`src/rtl/mcse_gpio_responder.sv`:
```
// mcse_gpio_responder
// Register-side responder for the MCSE GPIO packet bus. Holds DIR/OUT and the
// interrupt register set, synchronizes the pins, latches interrupts and returns
// registered read data plus a registered interrupt request.
module mcse_gpio_responder #(
  parameter int gpio_N  = 32,
  parameter int gpio_AW = 32,
  parameter int gpio_PW = 2*gpio_AW+40
) (
  input  logic               clk,
  input  logic               rst,
  input  logic               gpio_reg_access,
  input  logic [gpio_PW-1:0] gpio_reg_packet,
  input  logic [gpio_N-1:0]  gpio_in,
  output logic [gpio_N-1:0]  gpio_out,
  output logic [gpio_N-1:0]  gpio_en,
  output logic [gpio_N-1:0]  gpio_reg_rdata,
  output logic               gpio_reg_rvalid,
  output logic [gpio_N-1:0]  gpio_ilat,
  output logic               gpio_irq
);

  localparam logic [3:0] IDX_DIR     = 4'd0;
  localparam logic [3:0] IDX_IN      = 4'd1;
  localparam logic [3:0] IDX_OUT     = 4'd2;
  localparam logic [3:0] IDX_OUTSET  = 4'd3;
  localparam logic [3:0] IDX_OUTCLR  = 4'd4;
  localparam logic [3:0] IDX_OUTXOR  = 4'd5;
  localparam logic [3:0] IDX_IMASK   = 4'd6;
  localparam logic [3:0] IDX_ITYPE   = 4'd7;
  localparam logic [3:0] IDX_IPOL    = 4'd8;
  localparam logic [3:0] IDX_ILAT    = 4'd9;
  localparam logic [3:0] IDX_ILATCLR = 4'd10;

  // Packet fields
  logic               wr_en;
  logic               rd_en;
  logic [gpio_AW-1:0] pkt_addr;
  logic [gpio_AW-1:0] pkt_wdata;
  logic [3:0]         reg_idx;
  logic [gpio_N-1:0]  wdata;
  logic               unused_pkt;

  // Register state
  logic [gpio_N-1:0] dir_q,   dir_d;
  logic [gpio_N-1:0] out_q,   out_d;
  logic [gpio_N-1:0] imask_q, imask_d;
  logic [gpio_N-1:0] itype_q, itype_d;
  logic [gpio_N-1:0] ipol_q,  ipol_d;
  logic [gpio_N-1:0] ilat_q,  ilat_d;

  // Pin synchronizer and edge-detect history
  logic [gpio_N-1:0] s1_q,   s1_d;
  logic [gpio_N-1:0] s2_q,   s2_d;
  logic [gpio_N-1:0] prev_q, prev_d;

  // Read return and interrupt request
  logic [gpio_N-1:0] rdata_q,  rdata_d;
  logic              rvalid_q, rvalid_d;
  logic              irq_q,    irq_d;

  // Interrupt helpers
  logic [gpio_N-1:0] ilat_set;
  logic [gpio_N-1:0] ilat_clr;
  logic [gpio_N-1:0] rd_mux;

  assign wr_en     = gpio_reg_access &  gpio_reg_packet[0];
  assign rd_en     = gpio_reg_access & ~gpio_reg_packet[0];
  assign pkt_addr  = gpio_reg_packet[gpio_AW+39:40];
  assign pkt_wdata = gpio_reg_packet[gpio_PW-1:gpio_AW+40];
  assign reg_idx   = pkt_addr[5:2];
  assign wdata     = pkt_wdata[gpio_N-1:0];

  // Header bits [39:1], low/high address bits and wdata bits above gpio_N carry no meaning here
  assign unused_pkt = ^gpio_reg_packet;

  // Per-bit interrupt condition: edge or level, polarity selected by IPOL; IMASK does not gate latching
  always_comb begin
    ilat_set = (itype_q  & ((ipol_q & s2_q & ~prev_q) | (~ipol_q & ~s2_q & prev_q)))
             | (~itype_q & ((ipol_q & s2_q)           | (~ipol_q & ~s2_q)));
    ilat_clr = '0;
    if (wr_en && (reg_idx == IDX_ILATCLR)) begin
      ilat_clr = wdata;
    end
  end

  // Read mux; write-only and unmapped indices return zero
  always_comb begin
    rd_mux = '0;
    case (reg_idx)
      IDX_DIR:   rd_mux = dir_q;
      IDX_IN:    rd_mux = s2_q;
      IDX_OUT:   rd_mux = out_q;
      IDX_IMASK: rd_mux = imask_q;
      IDX_ITYPE: rd_mux = itype_q;
      IDX_IPOL:  rd_mux = ipol_q;
      IDX_ILAT:  rd_mux = ilat_q;
      default:   rd_mux = '0;
    endcase
  end

  // Next-state for the register file, synchronizer, interrupt latch and read return
  always_comb begin
    dir_d    = dir_q;
    out_d    = out_q;
    imask_d  = imask_q;
    itype_d  = itype_q;
    ipol_d   = ipol_q;
    s1_d     = gpio_in;
    s2_d     = s1_q;
    prev_d   = s2_q;
    rdata_d  = rdata_q;
    rvalid_d = rd_en;
    // set wins over a simultaneous clear
    ilat_d   = ilat_set | (ilat_q & ~ilat_clr);
    // irq follows the latch one stage later
    irq_d    = |(ilat_q & ~imask_q);

    if (rd_en) begin
      rdata_d = rd_mux;
    end

    if (wr_en) begin
      case (reg_idx)
        IDX_DIR:    dir_d   = wdata;
        IDX_OUT:    out_d   = wdata;
        IDX_OUTSET: out_d   = out_q | wdata;
        IDX_OUTCLR: out_d   = out_q & ~wdata;
        IDX_OUTXOR: out_d   = out_q ^ wdata;
        IDX_IMASK:  imask_d = wdata;
        IDX_ITYPE:  itype_d = wdata;
        IDX_IPOL:   ipol_d  = wdata;
        default:    ;
      endcase
    end
  end

  // State registers; IMASK comes out of reset fully masked
  always_ff @(posedge clk or negedge rst) begin
    if (!rst) begin
      dir_q    <= '0;
      out_q    <= '0;
      imask_q  <= '1;
      itype_q  <= '0;
      ipol_q   <= '0;
      ilat_q   <= '0;
      s1_q     <= '0;
      s2_q     <= '0;
      prev_q   <= '0;
      rdata_q  <= '0;
      rvalid_q <= 1'b0;
      irq_q    <= 1'b0;
    end else begin
      dir_q    <= dir_d;
      out_q    <= out_d;
      imask_q  <= imask_d;
      itype_q  <= itype_d;
      ipol_q   <= ipol_d;
      ilat_q   <= ilat_d;
      s1_q     <= s1_d;
      s2_q     <= s2_d;
      prev_q   <= prev_d;
      rdata_q  <= rdata_d;
      rvalid_q <= rvalid_d;
      irq_q    <= irq_d;
    end
  end

  assign gpio_out        = out_q;
  assign gpio_en         = dir_q;
  assign gpio_reg_rdata  = rdata_q;
  assign gpio_reg_rvalid = rvalid_q;
  assign gpio_ilat       = ilat_q;
  assign gpio_irq        = irq_q;

endmodule
```
`config.mk`:
```
export PLATFORM = sky130hd
export DESIGN_NAME = mcse_gpio_responder
export DESIGN_NICKNAME = d
export VERILOG_FILES = /design/src/rtl/mcse_gpio_responder.sv
export SDC_FILE = /design/constraint.sdc
export NUM_CORES = 1
export LEC_CHECK = 0
export ABC_AREA = 1
export CAP_MARGIN = 10
export CELL_PAD_IN_SITES_DETAIL_PLACEMENT = 1
export CELL_PAD_IN_SITES_GLOBAL_PLACEMENT = 1
export CORE_UTILIZATION = 43
export DETAILED_ROUTE_END_ITERATION = 8
export GPL_TIMING_DRIVEN = 0
export PLACE_DENSITY = 0.92
export SLEW_MARGIN = 20
export SYNTH_ARGS = -nofsm -noshare
export SYNTH_HDL_FRONTEND = slang
export SYNTH_SLANG_ARGS = --single-unit
```
`constraint.sdc`:
```
create_clock -name clk -period 1.8 [get_ports clk]
set_input_delay 0.18 -clock clk [delete_from_list [all_inputs] [get_ports clk]]
set_output_delay 0.18 -clock clk [all_outputs]
set_load 0.01 [all_outputs]
```
==> impl_metrics.ini, run 1 <==
[placed_design]
place_area_um2 = 19400
place_ws_ps = -1150
place_congestion = 0.922
hpwl_um = 47700
port_buffers = 201

[timing]
min_period_ps = 1920
max_freq_ghz = 0.522
hold_violations = 0
finalSetupViolations = 51
grt_setup_unrepaired = yes
worst_pin_slew_ps = 891
setup_ws_ps = -117
report.final.slew_viol_count = 0
slew_headroom_pct = 40.6
period_share_pct = 106
fin_worst_skew_ps = 26.9

[routing]
dr_total_vias = 16500
drt_iter0_markers = 1399
drc_errors = 0
ant_nets = 0
avgRoutedWirePerCell_um = 24.8
dr.pass1.iters = 5
wl_um = 69500
via_per_inst = 5.87

[clock_network]
cts_buffers = 38
cts_sinks = 322
cts_tree = yes
clk_pin_slew_worst_paths_ps = 60
cts_max_level = 2
clk_latency_ps = 560
clock_path_buffers = 3
root_buffer = clkbuf_16

[critical_path]
cpLargestDelayFamily = buffers and inverters
cp_num_cells = 6
critPathKind = primary input to flip-flop
crit_buf_inv = 3
crit_path_end_kind = flip-flop
cp_data_arrival_time_ps = 2370
rr_worst_depth = 7
cp_slowest_stage_delay_ps = 560
cp_slowest_cell = clkdlybuf4s50_1
crit_fanout = 10
crit_chain = clkdlybuf4s50_1, nor2_2, buf_2, nand3_2, clkbuf_1, o21ai_0
cp.required_ps = 2250
worstSetupStartpointType = primary input

[grt]
antenna_found_initial = 2
grt_pass1_wl_um = 104000
grt_max_degree = 93
first_global_vias = 17700
track_usage_pct = 35.5
globalRouteOverflowTotal = 0

[final_layout]
syn2layout_area_growth_pct = 24.9
nets = 2532
final_cell_area_um2 = 20800
nFillCells = 4550
layout-drive-gt1-share_pct = 9.30

[flow_run]
drv_cap = 0

[run_status]
status = finished with violations
failed_checks = setup timing

[logic_synthesis]
syn_area_um2 = 16700
synth_warnings = 0
seq_area_frac_synth_pct = 48.6
synthCells = 2017
ys_types = 23
syn-num-nets = 2284
syn_area_per_cell_um2 = 8.26
synth-seq-cells = 322

[floorplan]
die_w_um = 199
core_area_um2 = 37900
start_util_pct = 43.9
io_pins = 269
rows = 71
die_area_um2 = 39500
die_y_um = 199

[min_path]
hold_depth = 1
worstHoldPathType = primary input to flip-flop

[pwr]
p_per_area_nw_per_um2 = 1020
ir_worst_vdd_v = 0.000583
leakage_uw = 0.0106
total_power_uw = 21200
[cells in the final DEF, fill, tap and decap left out, types with 38 or more instances in the layout]
| master | count |
|---|---|
| o211ai_1 | 59 |
| clkdlybuf4s50_1 | 180 |
| nand3_1 | 261 |
| nand2_1 | 528 |
| nor2_1 | 141 |
| inv_1 | 205 |
| ha_1 | 128 |
| clkbuf_16 | 38 |
| o21ai_0 | 175 |
| dfrtp_1 | 279 |
| buf_2 | 43 |
[worst reg2reg max path, cell delays in order (launching register included)]
cell and delay, ps:
dfstp_2 540, inv_1 60, nand2_1 70, o21ai_0 100, nor2_1 150, nand2_1 170, nor2_1 130, nand2_1 110
[area by class of cell]
type,count,area (um^2),area share (%)
antenna,2,5.00,0.0240
buffer,104,543,2.61
clock buffer,55,1090,5.26
clock inverter,11,124,0.595
inverter,209,785,3.77
multi-input combinational,1382,7350,35.3
sequential,322,8110,39.0
tap,511,639,3.07
timing repair buffer,208,2160,10.4
[what timing repair did]
action,in CTS,in global routing
endpoints found under the hold margin,74,0
hold buffers,1,0
resized for setup,58,70
setup buffers,3,0
pin swaps,1,0
endpoints found under the setup margin,150,180
[synthesized netlist by cell type (all sizes together)]
master / instances / share of area (%)
nand2: 532 / 12
dfrtp: 290 / 44
nand3: 266 / 8.2
inv: 209 / 4.7
o21ai: 203 / 6.1
nor2: 147 / 3.4
ha: 128 / 9.6
o211ai: 59 / 2.7
clkbuf: 58 / 1.3
buf: 46 / 1.4
dfstp: 32 / 5.0
nand3b: 32 / 1.4
o22ai: 10 / 0.38
a21oi: 5 / 0.15
[layer usage]
layer	up-vias	part of all wire (%)	wire length, um	global-route usage (%)
met1	8289	39	26800	43.2
met2	856	47	32600	57.9
li1	7040	-	-	-
met5	-	0	0	0
met4	0	5.9	4120	20.5
met3	265	8.7	6030	8.00
[where the power goes]
group	switching, uW	internal [uW]	leakage [uW]
combinational	2360	1710	0.00620
sequential	1120	8280	0.00382
clock	3230	4520	0.000604
[final timing paths]
| check | from | to | slack (ps) |
|---|---|---|---|
| setup / recovery | gpio_reg_packet[45] | imask_q[9] | -120 |
| hold / removal | gpio_in[21] | s1_q[21] | 60 |
| setup reg to reg | imask_q[4] | gpio_irq | 310 |
| hold reg to reg | s1_q[24] | prev_d[24] | 350 |
| max in group asynchronous | rst | gpio_ilat[1] | 250 |
| min in group asynchronous | rst | gpio_reg_rvalid | 180 |
[metrics by stage]
stage / TNS (ps) / hold slack (ps) / utilization [%] / instances
4_1_cts: -9.89 / 56.0 / 54.7 / 2802
5_1_grt: -2130 / 58.4 / 54.9 / 2803
6_report: -2350 / 57.5 / 54.9 / 2804
3_5_place_dp: -145080 / 202 / 51.1 / 2732
3_3_place_gp: -4374910 / 332 / 50.9 / 2729
2_1_floorplan: 0 / -116 / - / 2017
[cell families after synthesis]
group,after synthesis,synth area share (%)
AND/OR/NAND/NOR,977,25.1
flip-flops,322,48.6
buffers and inverters,313,7.43
AO/OA/AOI/OAI,277,9.28
adder cells (fa/ha/maj),128,9.61
Power figures use the tool's default switching activity.
==> run 2: changes to the inputs <==
ABC_AREA = 0   (was 1)
CORE_UTILIZATION = 46   (was 43)
PLACE_DENSITY = 0.93   (was 0.92)
==> impl_metrics.ini, run 2 <==
[run_status]
status = finished with violations
failed_checks = setup timing

[routing]
wl_um = 71800
highest_layer = met5
dr_total_vias = 14600
drt_iter0_markers = 1807
wl_met1_um = 24800
dr.pass1.iters = 6
ant_nets = 0
via_per_inst = 6.71
wl_met3_um = 9130
avgRoutedWirePerCell_um = 33.1
wl_met2_um = 31800
drc_errors = 0

[clock_network]
cts_buffers = 37
cts_tree = yes
clk_latency_ps = 550
clock_path_buffers = 3
cts_max_level = 2
root_buffer = clkbuf_16
clk_pin_slew_worst_paths_ps = 60
cts_sinks = 322

[critical_path]
cp_data_arrival_time_ps = 2510
crit_fanout = 10
cp_slowest_stage_delay_ps = 780
rr_worst_depth = 6
critPathLaunch = gpio_reg_packet[0]
crit_path_end_kind = flip-flop
cp_slowest_cell = o21ai_0
cp_num_cells = 6
crit_buf_inv = 3
r2r_slack_ps = -30
reg2reg_from = gpio_out[6]
crit_chain = clkdlybuf4s50_1, nand2_1, nor2b_1, buf_4, buf_4, o21ai_0
critPathKind = primary input to flip-flop
cpLargestDelayFamily = buffers and inverters
worstSetupStartpointType = primary input
crit_top_cell = buf_4
cp.required_ps = 2160

[grt]
grt_max_degree = 96
globalRouteOverflowTotal = 0
track_usage_pct = 40.2
antenna_found_initial = 7
first_global_vias = 16100
grt_pass1_wl_um = 105000

[timing]
setup_ws_ps = -345
period_share_pct = 119
fin_worst_skew_ps = 17.5
hold_violations = 0
slew_headroom_pct = 33.6
report.final.slew_viol_count = 0
finalSetupViolations = 29
max_freq_ghz = 0.466
worst_pin_slew_ps = 996
min_period_ps = 2150

[floorplan]
io_pins = 269
start_util_pct = 46.7
die_y_um = 189
core_area_um2 = 34500
die_area_um2 = 35700
rows = 68
die_w_um = 189

[logic_synthesis]
yosys.cell_count.top_type = dfrtp_1
ys_types = 50
synth-edff-count = 0
netlist_top_cells_area = dfrtp_1 (45%), ha_1 (9.9%), mux2_2 (8.2%)
syn_area_per_cell_um2 = 11.2
synth-seq-cells = 322
syn_area_um2 = 16100
yosys.area.top_type = dfrtp_1
synth_warnings = 0
synth_top_cell_area_share_pct = 45.1
seq_area_frac_synth_pct = 50.3
synthArstFlopShare_pct = 100
synth_top_cells_by_count = dfrtp_1 (290), inv_1 (163), ha_1 (128)
synthCells = 1434
syn-num-nets = 1701
ys.flop_type = dfrtp_1

[placed_design]
port_buffers = 199
place_congestion = 0.920
place_ws_ps = -1040
hpwl_um = 40800

[min_path]
worstHoldPathType = primary input to flip-flop
hold_start = gpio_in[19]
hold_depth = 1

[final_layout]
layout-drive-gt1-share_pct = 20.3
final_common_cell = dfrtp_1
nets = 1954
final_util_pct = 59.5
most-common-layout-cells = dfrtp_1 (269), clkdlybuf4s50_1 (187), inv_1 (163)
syn2layout_area_growth_pct = 27.3

[pwr]
swShare_pct = 32.2
power_frac_clock_pct = 36.9
p_per_area_nw_per_um2 = 1120
switchingPower_uw = 7360
leakage_uw = 0.00946
intPower_uw = 15500
ir_worst_vdd_v = 0.000939
combPwrFrac_pct = 21.0
power_frac_seq_pct = 42.1

[flow_run]
drv_cap = 0
## run 2: cell count changes after synthesis, moves of 34 or more
cell      change
nand2_1     -423
o211ai_1     -50
nand3_1     -253
o21ai_0     -140
mux2i_1      +34
a22oi_1      +93
mux2_2      +117
o22ai_1      +38
nor2_1       -78
inv_1        -42
a21oi_1      +60
## run 2: area by class of cell
class                      instances  area (um^2)
buffer                            79          573
fill                            3539        14000
inverter                         164          616
tap                              455          569
timing repair buffer             216         2190
clock inverter                    12          171
multi-input combinational        867         7090
clock buffer                      56         1160
antenna                            2         5.00
sequential                       322         8120
## run 2: metrics by stage
stage	area [um^2]	TNS (ps)	power [uW]	hold WS (ps)	std cells
after global routing	20500	-780	23400	68.0	2173
after global placement	18700	-4362840	13200	334	2088
after CTS	20300	-723	22300	62.3	2168
after floorplan	16100	0	11300	-116	1434
final	20500	-1440	22900	65.0	2173
after detailed placement	18800	-158270	13700	227	2091
## run 2: routing by layer
metal	vias to the layer above	GRT usage [%]
met4	8	29.9
li1	5569	-
met3	501	13.6
met1	7214	47.6
met5	-	0.962
met2	1298	60.7
## run 2: timing repair
item | 4_1_cts | 5_1_grt
setup endpoints to repair | 214 | 221
pin swaps | 2 | 3
resized for setup | 85 | 58
buffers inserted | 10 | 3
endpoints found under the hold margin | 77 | 0
hold buffers | 1 | 0
## run 2: kinds of logic (layout without fill, tap and decap cells)
family          after synthesis  in the layout  synth area share, %
simple gates                226            226                 6.67
xor+xnor                      1              1               0.0544
flops                       322            322                 50.3
other cells                   0              2                    0
mux                         171            171                 11.7
fa+ha+maj                   128            128                 9.95
buf+inv                     245            527                 6.40
compound gates              341            341                 14.9
## run 2: worst reg2reg max path: cells and delay by family (launching register included)
kind | cells | cell delay, ps
AOI/OAI and AO/OA | 3 | 500
adders and majority gates | 1 | 300
buffers and inverters | 1 | 140
DFF | 1 | 510
muxes | 1 | 240
## run 2: final timing paths
check | end
worst max-delay path | ipol_q[31]
worst max register to register | gpio_out[6]
max in group asynchronous | imask_q[19]
worst min register to register | prev_d[15]
min in group asynchronous | gpio_out[2]
worst min-delay path | s1_q[19]
## run 2: power by group through the flow
stage               clock, uW  combinational, uW  sequential [uW]
global route             8620               5080             9680
finish                   8440               4810             9640
CTS                      8360               4470             9470
detailed placement          0               4200             9530
floorplan                   0               2050             9270
global placement            0               3760             9440
==> run 3: changes to the inputs <==
CORE_UTILIZATION = 43   (was 46)
PLACE_DENSITY = 0.88   (was 0.93)
clock period = 2.3 ns   (was 1.8 ns; I/O delays follow)
==> impl_metrics.ini, run 3 (synthesized netlist as in run 2, its figures left out) <==
[pwr]
switchingPower_uw = 5210
power_frac_clock_pct = 37.7
leakage_uw = 0.00925
ir_worst_vdd_v = 0.000586
combPwrFrac_pct = 19.4
intPower_uw = 12100
power_frac_seq_pct = 42.9
swShare_pct = 30.2
p_per_area_nw_per_um2 = 858

[critical_path]
cp.required_ps = 2780
crit_fanout = 10
critPathKind = primary input to flip-flop
cpLargestDelayFamily = buffers and inverters
crit_chain = clkdlybuf4s50_1, buf_2, buf_6, nor2_1, clkbuf_1, a22oi_1, o211ai_1, a2bb2oi_1
crit_path_end_kind = flip-flop
crit_buf_inv = 4
worstSetupStartpointType = primary input
cp_data_arrival_time_ps = 2760
cp_slowest_stage_delay_ps = 640
r2r_slack_ps = 530
cp_slowest_cell = clkbuf_1

[grt]
grt_pass1_wl_um = 89500
grt_max_degree = 98
track_usage_pct = 31.5
globalRouteOverflowTotal = 0
first_global_vias = 14500
antenna_found_initial = 4

[timing]
min_period_ps = 2280
max_freq_ghz = 0.438
grt_setup_unrepaired = yes
hold_violations = 0
period_share_pct = 99.2
fin_worst_skew_ps = 12.6
report.final.slew_viol_count = 0
slew_headroom_pct = 38.1
hold_slack_ps = 114
setup_tns_ps = 0
finalSetupViolations = 0
worst_pin_slew_ps = 928

[floorplan]
rows = 70
die_y_um = 195
start_util_pct = 43.9
core_area_um2 = 36700
die_w_um = 195
die_area_um2 = 38200
io_pins = 269

[run_status]
status = finished, final reports clean

[clock_network]
clk_latency_ps = 560
cts_max_level = 2
cts_tree = yes
clk_pin_slew_worst_paths_ps = 60
clock_path_buffers = 3
root_buffer = clkbuf_16
cts_buffers = 38
cts_sinks = 322

[final_layout]
final_cell_area_um2 = 20100
layout-drive-gt1-share_pct = 16.1
most-common-layout-cells = dfrtp_1 (290), clkdlybuf4s50_1 (198), inv_1 (163)
nets = 1945
final_cells = 2181
final_common_cell = dfrtp_1
syn2layout_area_growth_pct = 25.1
final_util_pct = 54.9

[placed_design]
placed_cells = 2105
place_area_um2 = 18800
place_congestion = 0.914
port_buffers = 199
hpwl_um = 40400

[routing]
ant_nets = 0
avgRoutedWirePerCell_um = 27.3
drt_iter0_markers = 1141
wl_um = 59500
dr_total_vias = 13300
via_per_inst = 6.09
dr.pass1.iters = 5
drc_errors = 0

[flow_run]
drv_cap = 0

[min_path]
worstHoldPathType = primary input to flip-flop
-- run 3: metal layers --
metal	up-vias	wire (um)	global-route usage (%)
met1	6813	23000	38.2
li1	5564	-	-
met4	2	3790	20.4
met2	673	28400	51.6
met5	-	39	0.766
met3	225	4230	5.63
-- run 3: power by group through the flow --
stage               sequential [uW]  clock (uW)  combinational [uW]
floorplan                      7260           0                1600
global placement               7390           0                2960
detailed placement             7450           0                3260
CTS                            7380        6550                3350
global route                   7480        6740                3650
finish                         7410        6520                3350
-- run 3: metrics by stage --
stage / setup slack (ps) / power (uW)
final: 18.7 / 17300
after global routing: -31.2 / 17900
after CTS: 13.5 / 17300
after detailed placement: -583 / 10700
after global placement: -13320 / 10400
after floorplan: 579 / 8860
-- run 3: timing repair --
action	in CTS	in global routing
endpoints found under the setup margin	4	18
endpoints found under the hold margin	57	0
hold buffers	1	0
resized for setup	1	12
pin swaps	0	0
buffers inserted	0	0
-- run 3: worst paths after layout --
check,startpoint,depth (start not counted),end
max,gpio_reg_packet[44],8,gpio_reg_rdata[5]
min,gpio_in[9],1,s1_q[9]
max reg2reg,imask_q[25],3,gpio_irq
max in group asynchronous,rst,4,imask_q[16]
min reg2reg,s1_q[2],0,prev_d[2]
min in group asynchronous,rst,2,s1_q[9]
-- run 3: area by class of cell --
type / instances / area (um^2)
antenna: 5 / 12.5
clock buffer: 53 / 1100
buffer: 81 / 422
multi-input combinational: 867 / 6980
timing repair buffer: 204 / 2100
clock inverter: 17 / 219
sequential: 322 / 8100
tap: 468 / 586
inverter: 164 / 616
fill: 3862 / 16600
